===== config.mk =====
export PLATFORM = sky130hd
export DESIGN_NAME = axi_lite_regbank
export DESIGN_NICKNAME = d
export VERILOG_FILES = /design/src/rtl/axi_lite_pkg.sv /design/src/rtl/axi_lite_wr_ctrl.sv /design/src/rtl/axi_lite_regbank.sv
export SDC_FILE = /design/constraint.sdc
export NUM_CORES = 1
export LEC_CHECK = 0
export ABC_CLOCK_PERIOD_IN_PS = 3400
export CAP_MARGIN = 20
export CORE_MARGIN = 3
export CORE_UTILIZATION = 25
export CTS_CLUSTER_DIAMETER = 120
export DETAILED_ROUTE_END_ITERATION = 10
export PLACE_DENSITY = 0.44
export SLEW_MARGIN = 20
export SYNTH_ARGS = -nofsm -noshare
export SYNTH_HDL_FRONTEND = slang
export SYNTH_HIERARCHICAL = 1
export SYNTH_SLANG_ARGS = --single-unit

===== constraint.sdc =====
create_clock -name s_axi_aclk -period 3.4 [get_ports s_axi_aclk]
set_input_delay 0.51 -clock s_axi_aclk [delete_from_list [all_inputs] [get_ports s_axi_aclk]]
set_output_delay 0.51 -clock s_axi_aclk [all_outputs]
set_load 0.02 [all_outputs]

===== src/rtl/axi_lite_pkg.sv =====
`default_nettype none
// ----------------------------------------------------------------------------
// axi_lite_pkg : response encodings and FSM state constants for the regbank
// Rev 1.0
// ----------------------------------------------------------------------------
package axi_lite_pkg;

  localparam int unsigned RESP_OKAY   = 0;
  localparam int unsigned RESP_EXOKAY = 1;
  localparam int unsigned RESP_SLVERR = 2;
  localparam int unsigned RESP_DECERR = 3;

  typedef logic [1:0] wr_state_t;
  localparam wr_state_t W_IDLE    = 2'd0;
  localparam wr_state_t W_HAVE_AW = 2'd1;
  localparam wr_state_t W_HAVE_W  = 2'd2;
  localparam wr_state_t W_RESP    = 2'd3;

  typedef logic [0:0] rd_state_t;
  localparam rd_state_t R_IDLE = 1'b0;
  localparam rd_state_t R_DATA = 1'b1;

endpackage
`default_nettype wire


===== src/rtl/axi_lite_wr_ctrl.sv =====
`default_nettype none
// ----------------------------------------------------------------------------
// axi_lite_wr_ctrl : AW/W join, one-cycle commit strobe and held B response
// Rev 1.0
// ----------------------------------------------------------------------------
module axi_lite_wr_ctrl
  import axi_lite_pkg::*;
#(
  parameter int ADDR_WIDTH = 8,
  parameter int DATA_WIDTH = 32,
  parameter int RESP_WIDTH = 3
) (
  input  logic                    clk,
  input  logic                    rst_n,
  input  logic [ADDR_WIDTH-1:0]   awaddr,
  input  logic                    awvalid,
  output logic                    awready,
  input  logic [DATA_WIDTH-1:0]   wdata,
  input  logic [DATA_WIDTH/8-1:0] wstrb,
  input  logic                    wvalid,
  output logic                    wready,
  output logic [RESP_WIDTH-1:0]   bresp,
  output logic                    bvalid,
  input  logic                    bready,
  output logic                    commit,
  output logic [ADDR_WIDTH-1:0]   commit_addr,
  output logic [DATA_WIDTH-1:0]   commit_data,
  output logic [DATA_WIDTH/8-1:0] commit_strb,
  input  logic [RESP_WIDTH-1:0]   commit_resp
);

  wr_state_t               state_q, state_d;
  logic [ADDR_WIDTH-1:0]   addr_q, addr_d;
  logic [DATA_WIDTH-1:0]   data_q, data_d;
  logic [DATA_WIDTH/8-1:0] strb_q, strb_d;
  logic                    awready_q, awready_d;
  logic                    wready_q, wready_d;
  logic                    bvalid_q, bvalid_d;
  logic [RESP_WIDTH-1:0]   bresp_q, bresp_d;
  logic                    aw_hs, w_hs;

  assign aw_hs = awvalid & awready_q;
  assign w_hs  = wvalid & wready_q;

  always_ff @(posedge clk or negedge rst_n) begin
    if (!rst_n) begin
      state_q   <= W_IDLE;
      addr_q    <= '0;
      data_q    <= '0;
      strb_q    <= '0;
      awready_q <= 1'b0;
      wready_q  <= 1'b0;
      bvalid_q  <= 1'b0;
      bresp_q   <= '0;
    end else begin
      state_q   <= state_d;
      addr_q    <= addr_d;
      data_q    <= data_d;
      strb_q    <= strb_d;
      awready_q <= awready_d;
      wready_q  <= wready_d;
      bvalid_q  <= bvalid_d;
      bresp_q   <= bresp_d;
    end
  end

  always_comb begin
    state_d = state_q;
    case (state_q)
      W_IDLE: begin
        if (aw_hs && w_hs) state_d = W_RESP;
        else if (aw_hs)    state_d = W_HAVE_AW;
        else if (w_hs)     state_d = W_HAVE_W;
      end
      W_HAVE_AW: if (w_hs)              state_d = W_RESP;
      W_HAVE_W:  if (aw_hs)             state_d = W_RESP;
      W_RESP:    if (bvalid_q && bready) state_d = W_IDLE;
      default:                          state_d = W_IDLE;
    endcase
  end

  // Commit fires in the joining cycle so the register file updates on the W_RESP entry edge.
  always_comb begin
    commit      = (state_q != W_RESP) && (state_d == W_RESP);
    commit_addr = (state_q == W_HAVE_AW) ? addr_q : awaddr;
    commit_data = (state_q == W_HAVE_W)  ? data_q : wdata;
    commit_strb = (state_q == W_HAVE_W)  ? strb_q : wstrb;
    addr_d      = aw_hs ? awaddr : addr_q;
    data_d      = w_hs  ? wdata  : data_q;
    strb_d      = w_hs  ? wstrb  : strb_q;
    awready_d   = (state_d == W_IDLE) || (state_d == W_HAVE_W);
    wready_d    = (state_d == W_IDLE) || (state_d == W_HAVE_AW);
    bvalid_d    = (state_q == W_RESP) && (state_d == W_RESP);
    bresp_d     = commit ? commit_resp : bresp_q;
  end

  assign awready = awready_q;
  assign wready  = wready_q;
  assign bvalid  = bvalid_q;
  assign bresp   = bresp_q;

endmodule
`default_nettype wire


===== src/rtl/axi_lite_regbank.sv =====
`default_nettype none
// ----------------------------------------------------------------------------
// axi_lite_regbank : AXI-Lite bank with three RW registers and a write counter
// Rev 1.0
// ----------------------------------------------------------------------------
module axi_lite_regbank
  import axi_lite_pkg::*;
#(
  parameter int                    DATA_WIDTH = 32,
  parameter int                    ADDR_WIDTH = 8,
  parameter int                    RESP_WIDTH = 3,
  parameter logic [ADDR_WIDTH-1:0] BASE_ADDR  = '0
) (
  input  logic                    s_axi_aclk,
  input  logic                    s_axi_aresetn,
  input  logic [ADDR_WIDTH-1:0]   s_axi_awaddr,
  input  logic                    s_axi_awvalid,
  output logic                    s_axi_awready,
  input  logic [DATA_WIDTH-1:0]   s_axi_wdata,
  input  logic [DATA_WIDTH/8:0]   s_axi_wstrb,
  input  logic                    s_axi_wvalid,
  output logic                    s_axi_wready,
  output logic [RESP_WIDTH-1:0]   s_axi_bresp,
  output logic                    s_axi_bvalid,
  input  logic                    s_axi_bready,
  input  logic [ADDR_WIDTH-1:0]   s_axi_araddr,
  input  logic                    s_axi_arvalid,
  output logic                    s_axi_arready,
  output logic [DATA_WIDTH-1:0]   s_axi_rdata,
  output logic [RESP_WIDTH-1:0]   s_axi_rresp,
  output logic                    s_axi_rvalid,
  input  logic                    s_axi_rready
);

  localparam int                    STRB_WIDTH  = DATA_WIDTH / 8;
  localparam int                    NUM_RW_REGS = 3;
  localparam logic [ADDR_WIDTH-5:0] BASE_TAG    = BASE_ADDR[ADDR_WIDTH-1:4];
  localparam logic [RESP_WIDTH-1:0] OKAY        = RESP_WIDTH'(RESP_OKAY);
  localparam logic [RESP_WIDTH-1:0] SLVERR      = RESP_WIDTH'(RESP_SLVERR);
  localparam logic [RESP_WIDTH-1:0] DECERR      = RESP_WIDTH'(RESP_DECERR);

  logic                  wr_commit;
  logic [ADDR_WIDTH-1:0] wr_addr;
  logic [DATA_WIDTH-1:0] wr_data;
  logic [STRB_WIDTH-1:0] wr_strb;
  logic [RESP_WIDTH-1:0] wr_resp;
  logic                  wr_hit;
  logic [1:0]            wr_idx;

  logic [DATA_WIDTH-1:0] regs_q [NUM_RW_REGS];
  logic [DATA_WIDTH-1:0] regs_d [NUM_RW_REGS];
  logic [DATA_WIDTH-1:0] wcnt_q, wcnt_d;

  rd_state_t             rd_state_q, rd_state_d;
  logic                  arready_q, arready_d;
  logic                  rvalid_q, rvalid_d;
  logic [DATA_WIDTH-1:0] rdata_q, rdata_d;
  logic [RESP_WIDTH-1:0] rresp_q, rresp_d;
  logic                  ar_hs, rd_hit;
  logic [1:0]            rd_idx;
  logic [DATA_WIDTH-1:0] rd_word;
  logic [RESP_WIDTH-1:0] rd_resp;

  logic                  unused_bits;
  assign unused_bits = ^{s_axi_wstrb[STRB_WIDTH], s_axi_araddr[1:0], wr_addr[1:0]};

  axi_lite_wr_ctrl #(
    .ADDR_WIDTH (ADDR_WIDTH),
    .DATA_WIDTH (DATA_WIDTH),
    .RESP_WIDTH (RESP_WIDTH)
  ) u_wr_ctrl (
    .clk         (s_axi_aclk),
    .rst_n       (s_axi_aresetn),
    .awaddr      (s_axi_awaddr),
    .awvalid     (s_axi_awvalid),
    .awready     (s_axi_awready),
    .wdata       (s_axi_wdata),
    .wstrb       (s_axi_wstrb[STRB_WIDTH-1:0]),
    .wvalid      (s_axi_wvalid),
    .wready      (s_axi_wready),
    .bresp       (s_axi_bresp),
    .bvalid      (s_axi_bvalid),
    .bready      (s_axi_bready),
    .commit      (wr_commit),
    .commit_addr (wr_addr),
    .commit_data (wr_data),
    .commit_strb (wr_strb),
    .commit_resp (wr_resp)
  );

  always_comb begin
    wr_hit = (wr_addr[ADDR_WIDTH-1:4] == BASE_TAG);
    wr_idx = wr_addr[3:2];
    if (!wr_hit)             wr_resp = DECERR;
    else if (wr_idx == 2'd3) wr_resp = SLVERR;
    else                     wr_resp = OKAY;
  end

  // Counter tracks accepted writes to writable registers, including all-zero strobes.
  always_comb begin
    regs_d = regs_q;
    wcnt_d = wcnt_q;
    if (wr_commit && wr_hit && (wr_idx != 2'd3)) begin
      wcnt_d = wcnt_q + DATA_WIDTH'(1);
      for (int i = 0; i < NUM_RW_REGS; i++) begin
        if (wr_idx == 2'(i)) begin
          for (int b = 0; b < STRB_WIDTH; b++) begin
            if (wr_strb[b]) regs_d[i][8*b +: 8] = wr_data[8*b +: 8];
          end
        end
      end
    end
  end

  always_ff @(posedge s_axi_aclk or negedge s_axi_aresetn) begin
    if (!s_axi_aresetn) begin
      regs_q     <= '{default: '0};
      wcnt_q     <= '0;
      rd_state_q <= R_IDLE;
      arready_q  <= 1'b0;
      rvalid_q   <= 1'b0;
      rdata_q    <= '0;
      rresp_q    <= '0;
    end else begin
      regs_q     <= regs_d;
      wcnt_q     <= wcnt_d;
      rd_state_q <= rd_state_d;
      arready_q  <= arready_d;
      rvalid_q   <= rvalid_d;
      rdata_q    <= rdata_d;
      rresp_q    <= rresp_d;
    end
  end

  assign ar_hs = s_axi_arvalid & arready_q;

  always_comb begin
    rd_state_d = rd_state_q;
    case (rd_state_q)
      R_IDLE:  if (ar_hs)        rd_state_d = R_DATA;
      R_DATA:  if (s_axi_rready) rd_state_d = R_IDLE;
      default:                   rd_state_d = R_IDLE;
    endcase
  end

  // Read samples pre-commit register values, so a same-cycle write is not visible.
  always_comb begin
    rd_hit = (s_axi_araddr[ADDR_WIDTH-1:4] == BASE_TAG);
    rd_idx = s_axi_araddr[3:2];
    case (rd_idx)
      2'd0:    rd_word = regs_q[0];
      2'd1:    rd_word = regs_q[1];
      2'd2:    rd_word = regs_q[2];
      default: rd_word = wcnt_q;
    endcase
    if (!rd_hit) rd_word = '0;
    rd_resp   = rd_hit ? OKAY : DECERR;
    arready_d = (rd_state_d == R_IDLE);
    rvalid_d  = (rd_state_d == R_DATA);
    rdata_d   = ar_hs ? rd_word : rdata_q;
    rresp_d   = ar_hs ? rd_resp : rresp_q;
  end

  assign s_axi_arready = arready_q;
  assign s_axi_rvalid  = rvalid_q;
  assign s_axi_rdata   = rdata_q;
  assign s_axi_rresp   = rresp_q;

endmodule
`default_nettype wire


==> metrics.md <==
| Metric | Value |
|---|---|
| Die W | `a little over 200 um` |
| Logic pwr share | `0.263` |
| Sequential power share | `0.417` |
| Lkg Pwr | `roughly 5.5 nW` |
| Final setup viols | `0` |
| Post-Place Worst Slack | `roughly 0.30 ns` |
| First-pass GRT wire length | `37,100 um` |
| Fmax | `between 300 and 400 MHz` |
| Die height | `203 um` |
| GR Util All Layers | `0.115` |
| Classification of the worst-slack hold path | `in2async` |
| Post-route cell area | `12,200 um2` |
| Root buffer cell | `clkbuf_16` |
| Total grt overflow | `0` |
| Worst endpoint required time | `about 3.8 ns` |
| Worst-Skew Late Latency | `~0.52 ns` |
| Total routed wirelength | `between 20,000 and 25,000 um` |
| Maximum clock path buffer count | `3` |
| # fillers | `3,858` |
| Row cnt | `between 70 and 80` |
| H-tree Lvls | `1` |
| Worst path bufs/invs | `2` |
| PwrDens | `727 nW/um2` |
| Final core occ | `0.322` |
| Power, Total | `8.89 mW` |
| Hold Fails Final Rpt | `0` |
| Setup TNS | `0 ns` |
| DR pass1 iterations | `4` |
| Slack of the critical path | `about 0.59 ns` |
| I/O pin cnt | `103` |
| Global placer's final weighted congestion | `0.686` |
| CP peak stage delay | `around 0.39 ns` |
| Proportion of power drawn by the clock network | `0.320` |
| Share of cells above drive strength 1 | `0.362` |
| Core footprint | `approximately 38,000 um2` |
| Reg clk slew, reported paths | `approximately 0.060 ns` |
| Rel. slew slack | `0.522` |
| Initial core utilization | `0.256` |
| Final min period | `2.81 ns` |
| Syn Area/Cell | `roughly 15 um2` |
| # hold bufs at CTS | `0` |
| Psw | `2.41 mW` |
| Final Skew | `0.00669 ns` |
| RSZ-0062 raised after global routing | `false` |
| Max Slew Vio Count | `0` |
| Worst Path Max Fanout | `8` |
| Vias | `around 5,700` |
| Die Area | `41,300 um2` |
| Cell internal pwr | `around 6.5 mW` |
| CP max-delay cell | `mux2_2` |
| Worst EP arrival | `about 3.2 ns` |
| Initial antenna violation count | `0` |
| Tcrit/Tclk final | `0.827` |
| Peak VDD IR | `0.307 mV` |
| Port Buffers | `96` |
| PostCTS Resize Cnt | `0` |
| CP Cell Sequence | `nor2b_1, buf_4, mux2_2, nor4_4, buf_4, and4b_1, nand2_1, mux2_2` |
| Syn Inst Count | `about 660` |
| Largest net degree at the start of global routing | `86` |
| CTS tree | `built` |
| Vias/cell | `4.39` |
| Number of global-route vias before repair | `between 6,000 and 7,000` |
| Status | `finished, final reports clean` |
| Critical Path End Type | `register` |
| Post-CTS Setup Inserts | `0` |
| Post-Syn Area | `9730 um2` |
| WS Path Type | `reg2reg` |
| Num CTS Buffers | `26` |
| Nets | `slightly above 800` |
| Worst-Margin Slew | `~0.72 ns` |
| Clk sinks | `between 200 and 250` |
| CP delay by family, top | `simple AND/OR/NAND/NOR gates` |
| Max-cap violations | `0` |
| Syn-to-layout area delta | `25.6%` |
| Sw Ratio | `0.271` |
| Placed Instance Area | `between 10,000 and 15,000 um2` |
| Antenna Violating Nets Remaining | `0` |
| Routed len/inst | `18.1 um` |
| DR iter-0 viols | `roughly 150` |
| DRC errors left | `0` |
| Worst Setup Start Kind | `register` |
| Yosys warns | `6` |
| HPWL after DPL | `15,900 um` |
| Ant diodes | `0` |
-- power by group through the flow --
stage | combinational (mW) | sequential (mW) | clock (mW)
4_1_cts | 2.40 | 3.71 | 2.95
3_3_place_gp | 2.36 | 3.73 | 0
6_report | 2.34 | 3.71 | 2.84
2_1_floorplan | 1.78 | 3.70 | 0
5_1_grt | 2.56 | 3.82 | 3.05
3_5_place_dp | 2.39 | 3.76 | 0
-- cell usage in the layout, fill, tap and decap left out, drive strengths merged, types with 2 or more instances in the layout --
cell	instances
nand3	10
nand2	32
buf	24
mux4	32
nor4	14
conb	3
xnor2	10
inv	12
mux2	180
clkdlybuf4s50	94
nand2b	3
and4	4
clkinvlp	2
xor2	21
dfrtp	213
nand4	5
and3	5
nor3	9
nor2	7
a221oi	3
and2	7
clkinv	4
and4b	2
nor2b	2
o31ai	3
bufinv	2
a22o	32
clkbuf	40
a21oi	4
-- registers in the layout (all words and copies together) (netlist names), 2 cells and up --
register / cells
regs_q: 96
s_axi_rdata: 32
u_wr_ctrl/addr_q: 6
u_wr_ctrl/bresp: 3
u_wr_ctrl/data_q: 32
u_wr_ctrl/state_q: 2
u_wr_ctrl/strb_q: 4
wcnt_q: 32
-- final timing paths --
kind                                            from               end  slack [ns]  cells after the start
worst max-delay path            u_wr_ctrl/state_q[1]        regs_q[41]        0.59                      8
worst min-delay path                   s_axi_aresetn  u_wr_ctrl/bvalid        0.02                      1
worst max register to register  u_wr_ctrl/state_q[1]        regs_q[41]        0.59                      8
worst min register to register      u_wr_ctrl/bvalid  u_wr_ctrl/bvalid        0.47                      1
max in group asynchronous              s_axi_aresetn        regs_q[67]        2.58                      2
min in group s_axi_aclk             u_wr_ctrl/bvalid  u_wr_ctrl/bvalid        0.47                      1
-- cell type report --
cell class	instances	area [um2]	area share
clock inverter	8	95.1	0.00778
timing repair buffer	118	1160	0.0952
inverter	12	45.0	0.00368
clock buffer	40	805	0.0658
tap	511	639	0.0523
sequential	213	5330	0.436
multi-input combinational	399	4150	0.339
-- metrics by stage --
step	hold WS, ns	instances
floorplan	0.214	657
global placement	0.463	1253
detailed placement	0.466	1253
CTS	0.0428	1301
global route	0.0691	1301
finish	0.0168	1301
-- per-layer routing --
metal / wire length [um] / part of all wire / global-route usage / vias up
li1: - / - / - / 2661
met1: 11500 / 0.49 / 0.163 / 2933
met2: 10800 / 0.46 / 0.184 / 98
met3: 877 / 0.037 / 0.0203 / 25
met4: 423 / 0.018 / 0.0243 / 0
met5: 0 / 0 / 0 / -
-- worst reg2reg max path, stage by stage, from the launching register on --
cell     delay (ns)
dfrtp_1        0.38
nor2b_1        0.11
buf_4          0.17
mux2_2         0.37
nor4_4         0.36
buf_4          0.21
and4b_1        0.33
nand2_1        0.38
mux2_2         0.40
Power figures use the tool's default switching activity.
